File: config.mk
export PLATFORM = sky130hd
export DESIGN_NAME = hit_stun_controller
export DESIGN_NICKNAME = d
export VERILOG_FILES = /design/src/rtl/hit_stun_controller.sv
export SDC_FILE = /design/constraint.sdc
export NUM_CORES = 1
export LEC_CHECK = 0
export ABC_AREA = 1
export BUFFER_PORTS_ARGS = -buffer_cell sky130_fd_sc_hd__buf_2
export CORE_ASPECT_RATIO = 1.4
export CORE_MARGIN = 1.5
export CORE_UTILIZATION = 50
export CTS_BUF_LIST = sky130_fd_sc_hd__clkbuf_4 sky130_fd_sc_hd__clkbuf_8
export CTS_CLUSTER_SIZE = 28
export DETAILED_ROUTE_END_ITERATION = 10
export GPL_ROUTABILITY_DRIVEN = 0
export PLACE_DENSITY = 0.82
export SLEW_MARGIN = 25
export SYNTH_ARGS = -nofsm -noshare
export SYNTH_HDL_FRONTEND = slang
export SYNTH_SLANG_ARGS = --single-unit
File: constraint.sdc
create_clock -name clk -period 3.7 [get_ports clk]
set_input_delay 0.925 -clock clk [delete_from_list [all_inputs] [get_ports clk]]
set_output_delay 0.925 -clock clk [all_outputs]
set_load 0.01 [all_outputs]
File: src/rtl/hit_stun_controller.sv
// Per-frame hit/block sequencer: one contact per attack, trade resolution,
// per-player hitstun/blockstun countdown, can-act gating and point pulses.
module hit_stun_controller #(
    parameter int HITSTUN_FRAMES   = 20,
    parameter int BLOCKSTUN_FRAMES = 12,
    parameter int CNT_W            = 6
) (
    input  logic             clk,
    input  logic             rst_n,
    input  logic             frame_tick,
    input  logic             p1_got_hit,
    input  logic             p1_got_blocked,
    input  logic             p2_got_hit,
    input  logic             p2_got_blocked,
    input  logic             p1_attack_start,
    input  logic             p2_attack_start,
    output logic [1:0]       p1_state,
    output logic [1:0]       p2_state,
    output logic [CNT_W-1:0] p1_stun_cnt,
    output logic [CNT_W-1:0] p2_stun_cnt,
    output logic             p1_can_act,
    output logic             p2_can_act,
    output logic             p1_point,
    output logic             p2_point,
    output logic             trade
);

    typedef enum logic [1:0] {
        ST_FREE  = 2'b00,
        ST_HIT   = 2'b01,
        ST_BLOCK = 2'b10
    } stun_e;

    localparam logic [CNT_W-1:0] HIT_LOAD   = CNT_W'(HITSTUN_FRAMES);
    localparam logic [CNT_W-1:0] BLOCK_LOAD = CNT_W'(BLOCKSTUN_FRAMES);
    localparam logic [CNT_W-1:0] CNT_ONE    = CNT_W'(1);
    localparam logic [CNT_W-1:0] CNT_ZERO   = '0;

    stun_e            p1_st_q, p1_st_d;
    stun_e            p2_st_q, p2_st_d;
    logic [CNT_W-1:0] p1_cnt_q, p1_cnt_d;
    logic [CNT_W-1:0] p2_cnt_q, p2_cnt_d;
    logic             p1_latch_q, p1_latch_d;
    logic             p2_latch_q, p2_latch_d;
    logic             p1_point_q, p1_point_d;
    logic             p2_point_q, p2_point_d;
    logic             trade_q, trade_d;

    logic p1_armed, p2_armed;
    logic p1_hit, p1_blk;
    logic p2_hit, p2_blk;

    // attack_start clears the latch before this cycle's contact is judged,
    // so a same-cycle contact is accepted and re-sets it.
    always_comb begin
        p1_armed = !(p1_latch_q && !p1_attack_start);
        p2_armed = !(p2_latch_q && !p2_attack_start);
        p1_hit   = 1'b0;
        p1_blk   = 1'b0;
        p2_hit   = 1'b0;
        p2_blk   = 1'b0;
        if (frame_tick && p1_armed) begin
            if (p1_got_hit || (p1_got_blocked && p2_st_q == ST_HIT)) begin
                p1_hit = 1'b1;
            end else if (p1_got_blocked) begin
                p1_blk = 1'b1;
            end
        end
        if (frame_tick && p2_armed) begin
            if (p2_got_hit || (p2_got_blocked && p1_st_q == ST_HIT)) begin
                p2_hit = 1'b1;
            end else if (p2_got_blocked) begin
                p2_blk = 1'b1;
            end
        end
    end

    always_comb begin
        p1_latch_d = !p1_armed || p1_hit || p1_blk;
        p2_latch_d = !p2_armed || p2_hit || p2_blk;
        p1_point_d = p1_hit && !p2_hit;
        p2_point_d = p2_hit && !p1_hit;
        trade_d    = p1_hit && p2_hit;
    end

    // P1 is the victim of P2's contacts; a new contact reloads, never adds.
    always_comb begin
        p1_st_d  = p1_st_q;
        p1_cnt_d = p1_cnt_q;
        if (frame_tick) begin
            if (p2_hit) begin
                p1_st_d  = ST_HIT;
                p1_cnt_d = HIT_LOAD;
            end else if (p2_blk) begin
                p1_st_d  = ST_BLOCK;
                p1_cnt_d = BLOCK_LOAD;
            end else if (p1_cnt_q > CNT_ONE) begin
                p1_cnt_d = p1_cnt_q - CNT_ONE;
            end else if (p1_cnt_q == CNT_ONE) begin
                p1_cnt_d = CNT_ZERO;
                p1_st_d  = ST_FREE;
            end
        end
    end

    always_comb begin
        p2_st_d  = p2_st_q;
        p2_cnt_d = p2_cnt_q;
        if (frame_tick) begin
            if (p1_hit) begin
                p2_st_d  = ST_HIT;
                p2_cnt_d = HIT_LOAD;
            end else if (p1_blk) begin
                p2_st_d  = ST_BLOCK;
                p2_cnt_d = BLOCK_LOAD;
            end else if (p2_cnt_q > CNT_ONE) begin
                p2_cnt_d = p2_cnt_q - CNT_ONE;
            end else if (p2_cnt_q == CNT_ONE) begin
                p2_cnt_d = CNT_ZERO;
                p2_st_d  = ST_FREE;
            end
        end
    end

    always_ff @(posedge clk) begin
        if (!rst_n) begin
            p1_st_q    <= ST_FREE;
            p2_st_q    <= ST_FREE;
            p1_cnt_q   <= CNT_ZERO;
            p2_cnt_q   <= CNT_ZERO;
            p1_latch_q <= 1'b0;
            p2_latch_q <= 1'b0;
            p1_point_q <= 1'b0;
            p2_point_q <= 1'b0;
            trade_q    <= 1'b0;
        end else begin
            p1_st_q    <= p1_st_d;
            p2_st_q    <= p2_st_d;
            p1_cnt_q   <= p1_cnt_d;
            p2_cnt_q   <= p2_cnt_d;
            p1_latch_q <= p1_latch_d;
            p2_latch_q <= p2_latch_d;
            p1_point_q <= p1_point_d;
            p2_point_q <= p2_point_d;
            trade_q    <= trade_d;
        end
    end

    assign p1_state    = p1_st_q;
    assign p2_state    = p2_st_q;
    assign p1_stun_cnt = p1_cnt_q;
    assign p2_stun_cnt = p2_cnt_q;
    assign p1_can_act  = (p1_st_q == ST_FREE);
    assign p2_can_act  = (p2_st_q == ST_FREE);
    assign p1_point    = p1_point_q;
    assign p2_point    = p2_point_q;
    assign trade       = trade_q;

endmodule

==> flow_summary_export.csv <==
group,metric,value,unit
drt,first_pass_iters,4,
critical_path,critPathRequiredTime,2770,ps
floorplan,die_x,45.8,µm
sta,worst_slack,1840,ps
synth,syn-num-nets,214,
critical_path,r2r_end,"p2_stun_cnt[5]$_SDFFE_PN0P_",
grt,grt_pass1_wl,4490,µm
critical_path,crit_chain,"buf_2",
layout,nNetsFinal,246,
place,portBuffers,29,
floorplan,core_area,2420,µm²
sta,layout_min_cycle_time,1860,ps
drt,num_vias,1284,
cts,clockBufferDepth,2,
cts,cts_hold_buf,0,
cts,cts_tree,"done",
critical_path,path_class,"flip-flop to output port",
layout,stdcell_count,266,
critical_path,cp-start-kind,"flip-flop",
synth,ys_seq_area_share,32.7,%
critical_path,reg2reg_slack,2030,ps
power_and_ir_drop,p_per_area,544,nW/µm²
grt,grt_pass1_vias,1077,
layout,drive_gt1_share,20.7,%
power_and_ir_drop,p_total,0.809,mW
run_status,status,"finished clean",
layout,area_growth,15.7,%
sta,hold_violations,0,
floorplan,initial_core_util,53.2,%
cts,cts_setup_buffers,0,
sta,rsz0062_at_grt,"no",
grt,gr-usage-all-layers,20.4,%
floorplan,die_y,63.0,µm
synth,yosys_warnings,0,
drt,wirelength,2730,µm
layout,stdcell_area,1490,µm²
critical_path,endpoint_kind,"output port",
cts,root_buffer,"clkbuf_4",
layout,final_common_cell,"nand2_1",
layout,final_util,61.5,%
layout,final_cell_mix,"nand2_1 (60), nor2_1 (32), buf_2 (29), inv_1 (27), dfxtp_1 (21)",
sta,finalSetupViolations,0,
synth,syn_inst,201,
cts,htree_levels,1,
sta,tightestPinTransition,401,ps
synth,netlist_area,1280,µm²
critical_path,cp_num_buf_inv,1,
drt,wl_per_cell,10.3,µm
drt,viasPerCell,4.83,
floorplan,rows,21,
cts,clkTransAtPathRegs,130,ps
synth,syn_avg_cell_area,6.39,µm²
critical_path,crit_start,"p2_stun_cnt[2]$_SDFFE_PN0P_",
sta,finClkSkew,6.25,ps
sta,fin_setup_tns,0,ps
cts,clk_latency,320,ps
grt,gr-total-overflow,0,
power_and_ir_drop,vdd_drop_max,258,µV
critical_path,cp.depth,1,
critical_path,endpoint,"p2_stun_cnt[2]",
min_path,hold_class,"flip-flop to flip-flop",
critical_path,arrival,940,ps
place,placed_area,1460,µm²
grt,antenna_found_initial,0,
critical_path,critPathSlowestCell,"dfxtp_1",
critical_path,cp_max_fo,5,
sta,slew-limit-headroom,73.0,%
critical_path,r2r_cells,7,
synth,synth.distinct_cells,25,
critical_path,cp_top_family,"flip-flops",
place,dp_cells,262,
synth,ys_seq_elements,21,
floorplan,die-area,2890,µm²
cts,cts_made_buffers,3,
drt,post-route-drc-count,0,
sta,final_max_slew_viol_count,0,
grt,grt_max_degree,16,
run,maxCapViolations,0,
place,dp.final_hpwl,2160,µm
floorplan,ios,30,
layout,antennaDiodeCount,0,
drt,detail_route.iter0.violations,30,
critical_path,r2r_start,"p2_stun_cnt[0]$_SDFFE_PN0P_",
power_and_ir_drop,power.leakage,0.836,nW
sta,hold_slack,498,ps
sta,max_clock_freq,0.538,GHz
cts,cts_sinks,21,
drt,antenna_left,0,
place,pre_cts_ws,1700,ps
cts,cts-resized-gates,0,
sta,fin_crit_sh,50.3,%
critical_path,cpPeakStageDelay,450,ps
==> state kept, by name, summed over array words and instances (netlist names) <==
register	count
p1_latch_q	1
p1_point	1
p1_state	2
p1_stun_cnt	6
p2_latch_q	1
p2_point	1
p2_state	2
p2_stun_cnt	6
trade	1
==> how the worst min path moves through the flow <==
stage,endpoint,cells after the start,from
3_5_place_dp,p2_state[0]$_SDFFE_PN0P_,2,p2_state[0]$_SDFFE_PN0P_
2_1_floorplan,p2_latch_q$_SDFF_PN0_,2,p2_latch_q$_SDFF_PN0_
3_3_place_gp,p1_state[1]$_SDFFE_PN0P_,2,p1_state[1]$_SDFFE_PN0P_
6_report,p2_state[0]$_SDFFE_PN0P_,2,p2_state[0]$_SDFFE_PN0P_
5_1_grt,p2_state[0]$_SDFFE_PN0P_,2,p2_state[0]$_SDFFE_PN0P_
4_1_cts,p2_state[0]$_SDFFE_PN0P_,2,p2_state[0]$_SDFFE_PN0P_
==> cell type report <==
cell class	instances	area, µm²
fillers	261	931
multi-input cells	150	741
flip-flops and latches	21	420
repair buffers	29	145
inverters	28	108
well taps	34	42.5
clock buffers	3	22.5
clock inverters	1	7.51
==> cells by family (layout without fill, tap and decap cells) <==
group,after synthesis,after routing,share of synthesized area (%)
AO/OA/AOI/OAI,16,16,8.47
XOR/XNOR,3,3,2.05
adder cells (fa/ha/maj),4,4,3.89
buffers and inverters,30,61,9.64
flip-flops,21,21,32.7
AND/OR/NAND/NOR,127,127,43.2
==> metal layers <==
metal / GRT usage, % / vias up / routed length (µm)
met1: 25.3 / 562 / 1220
met3: 1.73 / 7 / 78
met5: 0 / - / 0
li1: - / 690 / -
met4: 10.0 / 0 / 73
met2: 33.5 / 25 / 1360
==> Yosys cell counts (all sizes together) <==
| master | instances | area share [%] |
|---|---|---|
| or2 | 1 | 0.49 |
| nor3 | 2 | 0.78 |
| a21oi | 10 | 5.1 |
| nand3 | 21 | 9.0 |
| nand2 | 64 | 20 |
| xor2 | 3 | 2.0 |
| ha | 4 | 3.9 |
| inv | 28 | 8.4 |
| dfxtp | 21 | 33 |
| buf | 2 | 1.3 |
| o21ai | 5 | 2.8 |
| o211ai | 1 | 0.58 |
| nor2 | 34 | 10 |
| nand4 | 4 | 1.9 |
| and3 | 1 | 0.49 |
==> where the power goes <==
part	total (mW)	switching (mW)	internal (mW)
clock	0.120	0.0788	0.0414
combinational	0.389	0.238	0.151
sequential	0.299	0.0376	0.262
total	0.809	0.354	0.454
(Power assumes the default switching activity.)
